--- src/rtl/comp_pkg.sv ---
// Shared types and constants for the multi-cycle cascadable comparator.
package comp_pkg;

  typedef enum logic {
    IDLE = 1'b0,
    CMP  = 1'b1
  } state_t;

  // Cascade / result encoding, ordered {A>B, A==B, A<B}.
  localparam logic [2:0] CASC_GT = 3'b100;
  localparam logic [2:0] CASC_EQ = 3'b010;
  localparam logic [2:0] CASC_LT = 3'b001;

endpackage

--- src/rtl/comp_slice.sv ---
// Combinational SLICE-bit magnitude comparator with optional signed interpretation.
module comp_slice #(
  parameter int unsigned SLICE = 4
) (
  input  logic [SLICE-1:0] a,
  input  logic [SLICE-1:0] b,
  input  logic             is_signed,
  output logic             gt,
  output logic             eq,
  output logic             lt
);

  always_comb begin
    eq = (a == b);
    if (is_signed) begin
      gt = ($signed(a) > $signed(b));
      lt = ($signed(a) < $signed(b));
    end else begin
      gt = (a > b);
      lt = (a < b);
    end
  end

endmodule

--- src/rtl/comp_seq.sv ---
// Multi-cycle cascadable magnitude comparator: one SLICE per cycle, MSB slice first,
// early exit on the first unequal slice.
module comp_seq
  import comp_pkg::*;
#(
  parameter int unsigned WIDTH  = 16,
  parameter int unsigned SLICE  = 4,
  parameter int unsigned SIGNED = 0
) (
  input  logic             clk,
  input  logic             rst_n,
  input  logic             start,
  input  logic [WIDTH-1:0] A,
  input  logic [WIDTH-1:0] B,
  input  logic             in_A_G_B,
  input  logic             in_A_E_B,
  input  logic             in_A_L_B,
  output logic             busy,
  output logic             done,
  output logic             out_A_G_B,
  output logic             out_A_E_B,
  output logic             out_A_L_B
);

  localparam int unsigned NSLICE = WIDTH / SLICE;
  localparam int unsigned PTR_W  = (NSLICE > 1) ? $clog2(NSLICE) : 1;

  if ((SLICE == 0) || ((WIDTH % SLICE) != 0)) begin : g_width_check
    $error("comp_seq: WIDTH must be a non-zero multiple of SLICE");
  end

  state_t                       state, state_nxt;
  logic [PTR_W-1:0]             ptr, ptr_nxt;
  logic [NSLICE-1:0][SLICE-1:0] a_q, a_nxt;
  logic [NSLICE-1:0][SLICE-1:0] b_q, b_nxt;
  logic                         busy_nxt, done_nxt;
  logic [2:0]                   res_q, res_nxt;

  logic [2:0] casc;
  logic       s_gt, s_eq, s_lt;
  logic       msb_signed;

  assign casc       = {in_A_G_B, in_A_E_B, in_A_L_B};
  // Sign only matters for the most significant slice.
  assign msb_signed = (SIGNED != 0) && (ptr == PTR_W'(NSLICE - 1));

  comp_slice #(.SLICE(SLICE)) u_slice (
    .a         (a_q[ptr]),
    .b         (b_q[ptr]),
    .is_signed (msb_signed),
    .gt        (s_gt),
    .eq        (s_eq),
    .lt        (s_lt)
  );

  always_ff @(posedge clk or negedge rst_n) begin
    if (!rst_n) begin
      state <= IDLE;
      ptr   <= '0;
      a_q   <= '0;
      b_q   <= '0;
      busy  <= 1'b0;
      done  <= 1'b0;
      res_q <= 3'b000;
    end else begin
      state <= state_nxt;
      ptr   <= ptr_nxt;
      a_q   <= a_nxt;
      b_q   <= b_nxt;
      busy  <= busy_nxt;
      done  <= done_nxt;
      res_q <= res_nxt;
    end
  end

  always_comb begin
    state_nxt = state;
    ptr_nxt   = ptr;
    a_nxt     = a_q;
    b_nxt     = b_q;
    busy_nxt  = busy;
    done_nxt  = 1'b0;
    res_nxt   = res_q;

    unique case (state)
      IDLE: begin
        if (start) begin
          if (casc == CASC_GT) begin
            res_nxt  = CASC_GT;
            done_nxt = 1'b1;
          end else if (casc == CASC_EQ) begin
            a_nxt     = A;
            b_nxt     = B;
            ptr_nxt   = PTR_W'(NSLICE - 1);
            busy_nxt  = 1'b1;
            state_nxt = CMP;
          end else begin
            // Every non-one-hot or LT pattern resolves to LT.
            res_nxt  = CASC_LT;
            done_nxt = 1'b1;
          end
        end
      end
      CMP: begin
        if (!s_eq) begin
          res_nxt   = {s_gt, 1'b0, s_lt};
          done_nxt  = 1'b1;
          busy_nxt  = 1'b0;
          state_nxt = IDLE;
        end else if (ptr == '0) begin
          res_nxt   = CASC_EQ;
          done_nxt  = 1'b1;
          busy_nxt  = 1'b0;
          state_nxt = IDLE;
        end else begin
          ptr_nxt = ptr - PTR_W'(1);
        end
      end
      default: state_nxt = IDLE;
    endcase
  end

  assign out_A_G_B = res_q[2];
  assign out_A_E_B = res_q[1];
  assign out_A_L_B = res_q[0];

endmodule
--- config.mk ---
export PLATFORM = sky130hd
export DESIGN_NAME = comp_seq
export DESIGN_NICKNAME = d
export VERILOG_FILES = /design/src/rtl/comp_pkg.sv /design/src/rtl/comp_slice.sv /design/src/rtl/comp_seq.sv
export SDC_FILE = /design/constraint.sdc
export NUM_CORES = 1
export LEC_CHECK = 0
export CORE_ASPECT_RATIO = 0.5
export CORE_UTILIZATION = 25
export DETAILED_ROUTE_END_ITERATION = 8
export PLACE_DENSITY_LB_ADDON = 0.3
export SLEW_MARGIN = 25
export SYNTH_ARGS = -nofsm -noshare
export SYNTH_HDL_FRONTEND = slang
export SYNTH_SLANG_ARGS = --single-unit
--- constraint.sdc ---
create_clock -name clk -period 3.5 [get_ports clk]
set_clock_uncertainty 0.05 [all_clocks]
set_input_delay 0.7 -clock clk [delete_from_list [all_inputs] [get_ports clk]]
set_output_delay 0.7 -clock clk [all_outputs]
set_load 0.02 [all_outputs]
---- After elaboration in Yosys (flattened, before gate mapping) ----
Cells that the tools add are included.
operators by class
  bitwise gates (word level) .............. 2
  reductions and logical operators ........ 5
  equality and inequality tests ........... 10
  muxes and demuxes ....................... 34
  magnitude comparators ................... 3
  add/sub/neg operators ................... 1
operators by type and width
  kind                                                 count
  binary-select mux 4 bit (select 2 bit)               2
  two-way mux 1 bit                                    15
  two-way mux 3 bit                                    5
  two-way mux 2 bit                                    5
  two-way mux 4 bit                                    2
  != test 2 bit (second input constant)                4
  AND reduction 4 bit                                  2
  case mux 1 bit (2 select lines)                      3
  case mux 3 bit (2 select lines)                      1
  AND reduction 5 bit                                  1
  == test 4 bit                                        1
  > comparator 4 bit                                   1
  < comparator 4 bit                                   1
  case mux 2 bit (2 select lines)                      1
  == test 3 x 2 -> 1 bit (second input constant)       1
  == test 3 bit (second input constant)                1
  < comparator 2 x 3 -> 1 bit (second input constant)  1
  != test 3 x 2 -> 1 bit (second input constant)       1
  != test 3 bit (second input constant)                1
  AND reduction 3 bit                                  1
  zero test 2 bit                                      1
  != test 2 x 1 -> 1 bit (second input constant)       1
  inverter 1 bit                                       2
  subtractor 2 x 1 -> 2 bit (second input constant)    1
storage, ports and cells
  word-level logic and storage cells ...... 68
  input bits .............................. 38
  register bits after elaboration ......... 40

---- Logic depth before layout (Yosys ltp) ----
  depth in word-level cells ............... 5
  mapped depth ............................ 8
  mapped depth without buffers ............ 7

---- Cells and area by module ----
A second synthesis with hierarchy kept.
second synthesis, totals
  cell total of the unflattened synthesis .. 130
  area, all modules ....................... 2,023.2 sq um
by module, submodules not included
  module      cells an instance  area an instance (sq um)  instances  seq. area each (sq um)
  comp_seq    114                1,899.3                   1          1,001.0
  comp_slice  16                 123.9                     1          0.0

---- Least setup slack after synthesis ----
No wires, ideal clock.
  kind .................................... register to register
  start point ............................. register ptr[0]
  end point ............................... register res_q[2]
  path buffers ............................ 1
  stages on the path, launching flop included .. 8
  required time ........................... 3,329 ps
  slack ................................... 981 ps
  period minus slack after synthesis ...... 2,519 ps
  data arrival time ....................... 2,348 ps
  cell sequence ........................... dfrtp_1 > buf_2 > mux4_2 > ha_1 > and4_1 > a311oi_2 > o41ai_1 > o22a_1
on the way
  word-level cells in the longest chain between the ends .. 5
  elaborated cells on any way between the ends .. 11
ends and longest elaborated chain
  element                                                                 line                                text
  start, declared                                                         comp_seq.sv:33                      logic [PTR_W-1:0] ptr, ptr_nxt;
  start signal, assigned                                                  comp_seq.sv:67                      ptr <= ptr_nxt;
  binary-select mux 4 bit (select 2 bit) (on tied branches)               comp_seq.sv:48, comp_seq.sv:49
  two-way mux 4 bit (on tied branches)                                    comp_seq.sv:48, comp_seq.sv:49
  > comparator 4 bit or == test 4 bit (tied branches)                     comp_slice.sv:19, comp_slice.sv:14
  two-way mux 3 bit or != test 3 x 2 -> 1 bit (tied branches)             --
  case mux 3 bit (2 select lines) or AND reduction 3 bit (tied branches)  --
  end signal, assigned                                                    comp_seq.sv:72                      res_q <= res_nxt;
  end, declared                                                           comp_seq.sv:37                      logic [2:0] res_q, res_nxt;
Several ways; a longest one is shown, not always the timed one. The select of a mux whose other input is x is not followed.
A chain may end at the register's enable or synchronous reset.

---- Worst setup path after layout ----
Ends and elaborated chain as after synthesis.

==> results.cfg <==
[outcome]
status = finished, final reports clean

[setup_path]
required_ps = 3610
cpMaxStageDelayCell = dfrtp_1
cp_max_fo = 11
path_cells = mux4_2, ha_1, and4_1, a311oi_2, o41ai_1, o22a_1
startpoint = ptr[0]$_DFFE_PN0P_
timing.critical_path.from_type = flop
r2r_start = ptr[0]$_DFFE_PN0P_
cp_slowest_stage_delay_ps = 710
worstPathArrival_ps = 2950
critical_path_class = reg -> reg
worstSetupEndpointType = flop

[clock_tree]
cts.repair.resized = 0
cts_tree = built
post_cts_buffers = 0
clkTransAtPathRegs_ps = 50
ctsHoldBuffers = 0
clk_root_buffer_cell = clkbuf_16
htreeDepth = 2
cts_num_sinks = 40
numCtsBuffers = 5
clk_path_buf_depth = 2
clock_latency_ps = 280

[floorplan]
initial_utilization_pct = 26.16
die_x_um = 126.7
die_area_um2 = 8156
num_rows = 22
die_height_um = 64.36
io_pins = 43
core_um2 = 7432

[hold_path]
hold_path.class = reg -> reg
min_from = busy$_DFFE_PN0P_

[timing]
hold_viol_final = 0
max-slew-margin-rel_pct = 42.49
timing.fmax_mhz = 352.5
setup_ws_ps = 663.5
setup_viol = 0
hold-worst-slack_ps = 425.6
finalSetupTns_ps = 0
post-route-period-util_pct = 81.04
period_needed_ps = 2836
worst_slew_pin_slew_ps = 862.6
maxSlewViolCount = 0
rsz0062_at_grt = no

[grt]
grt_pass1_wl_mm = 6.223
grt_overflow_total = 0
grt_pass1_vias = 1319
track_usage_pct = 10.03
grt_max_degree = 41
antenna_found_initial = 0

[yosys]
synth_nets = 171
synth_seq_cells = 40
async_flop_share_pct = 100.0
dominantRegCellSynth = dfrtp_1
netlist.area_leader.share_pct = 51.48
seq_area_frac_synth_pct = 51.48
synthDistinctLibCells = 32
synth_area_um2 = 1944
synth_edf_count = 0
synth_cells = 128
yosysTopAreaCell = dfrtp_1
synth.avg_cell_area_um2 = 15.19
synth.area.top_cells = dfrtp_1 51%, mux2_4 13%, mux4_2 9.3%
yosys_warnings = 0

[power]
power_leakage_nw = 1.157
power.density_nw_per_um2 = 618.1
ir_drop_mv = 0.1954

[finish]
utilization_pct = 34.81
antenna_cells = 0
layout_common_cells = 41 x clkdlybuf4s50_1, 40 x dfrtp_1, 17 x mux2_4, 12 x mux2_1, 9 x inv_1
layout_commonest_cell = clkdlybuf4s50_1
area_growth_pct = 33.08
fin_area_um2 = 2587
final_nets = 215
layout-drive-gt1-share_pct = 23.26

[detailed_routing]
wire_per_inst_um = 13.35
firstDrtPassIters = 4
via_count = 1142
via_per_inst = 4.261
antenna_left = 0
drt_iter0_drc = 46
totalWireLength_mm = 3.578
drcViolationCount = 0

[place]
dpl_cell_area_um2 = 2450
place_ws_ps = 658.7
place_congestion = 0.6786
hpwl_mm = 2.644
place.port_buffers = 42

[run]
cap_violations = 0
==> Yosys cell counts (all sizes together), types with 3 or more instances <==
library cell   n
nor2           3
mux4           8
inv            9
nand2          5
ha             5
a21oi          3
buf            5
dfrtp         40
mux2          32
==> per-stage QoR <==
step	power [W]	std cells
after global routing	0.001701	268
after global placement	0.001169	261
after floorplan	0.001016	128
after CTS	0.001617	268
after detailed placement	0.001178	261
final	0.001599	268
==> logic make-up after synthesis <==
kind of cell    Yosys count  share of synthesized area, %
compound gates           13                         4.955
fa+ha+maj                 5                         3.218
buf+inv                  15                         4.311
flops                    40                         51.48
mux                      40                         31.08
simple gates             15                         4.956
==> final cells by class <==
| cell class | instances | area (µm²) |
|---|---|---|
| fill | 716 | 4845 |
| sequential | 40 | 1001 |
| multi-input combinational | 73 | 859.6 |
| timing repair buffer | 43 | 435.4 |
| clock buffer | 5 | 125.1 |
| tap | 96 | 120.1 |
| inverter | 9 | 33.78 |
| clock inverter | 2 | 12.51 |
==> sequential cells by signal (all words and copies together), names as in the netlist <==
register,count
res_q,3
busy,1
b_q,16
done,1
state,1
a_q,16
ptr,2
==> path summary, 6_finish.rpt <==
kind / cells after the start / slack, ps / endpoint
hold / removal: 2 / 430 / busy$_DFFE_PN0P_
max in group asynchronous: 1 / 2370 / ptr[0]$_DFFE_PN0P_
setup / recovery: 6 / 660 / res_q[2]$_DFFE_PN0P_
setup reg to reg: 6 / 660 / res_q[2]$_DFFE_PN0P_
hold reg to reg: 2 / 430 / busy$_DFFE_PN0P_
min in group asynchronous: 1 / 480 / b_q[14]$_DFFE_PN0P_
==> layer usage <==
layer	GRT usage (%)	vias to the layer above	share of wire [%]
li1	-	549	-
met1	12.53	574	49
met2	16.51	15	47
met3	2.596	4	2.9
met4	4.464	0	1.5
met5	0	-	0
==> critical path: cells and delay by family (launching register included) <==
kind                       cells  cell delay, ps
adders and majority gates      1             350
muxes                          1             570
AOI/OAI and AO/OA              3             810
DFF                            1             710
and+or+nand+nor                1             230
==> power breakdown <==
group,switching [W],internal [W]
Clock,0.000170,0.000258
Sequential,0.0000981,0.000574
Combinational,0.000185,0.000314
Total,0.000453,0.00115
Power figures use the tool's default switching activity.
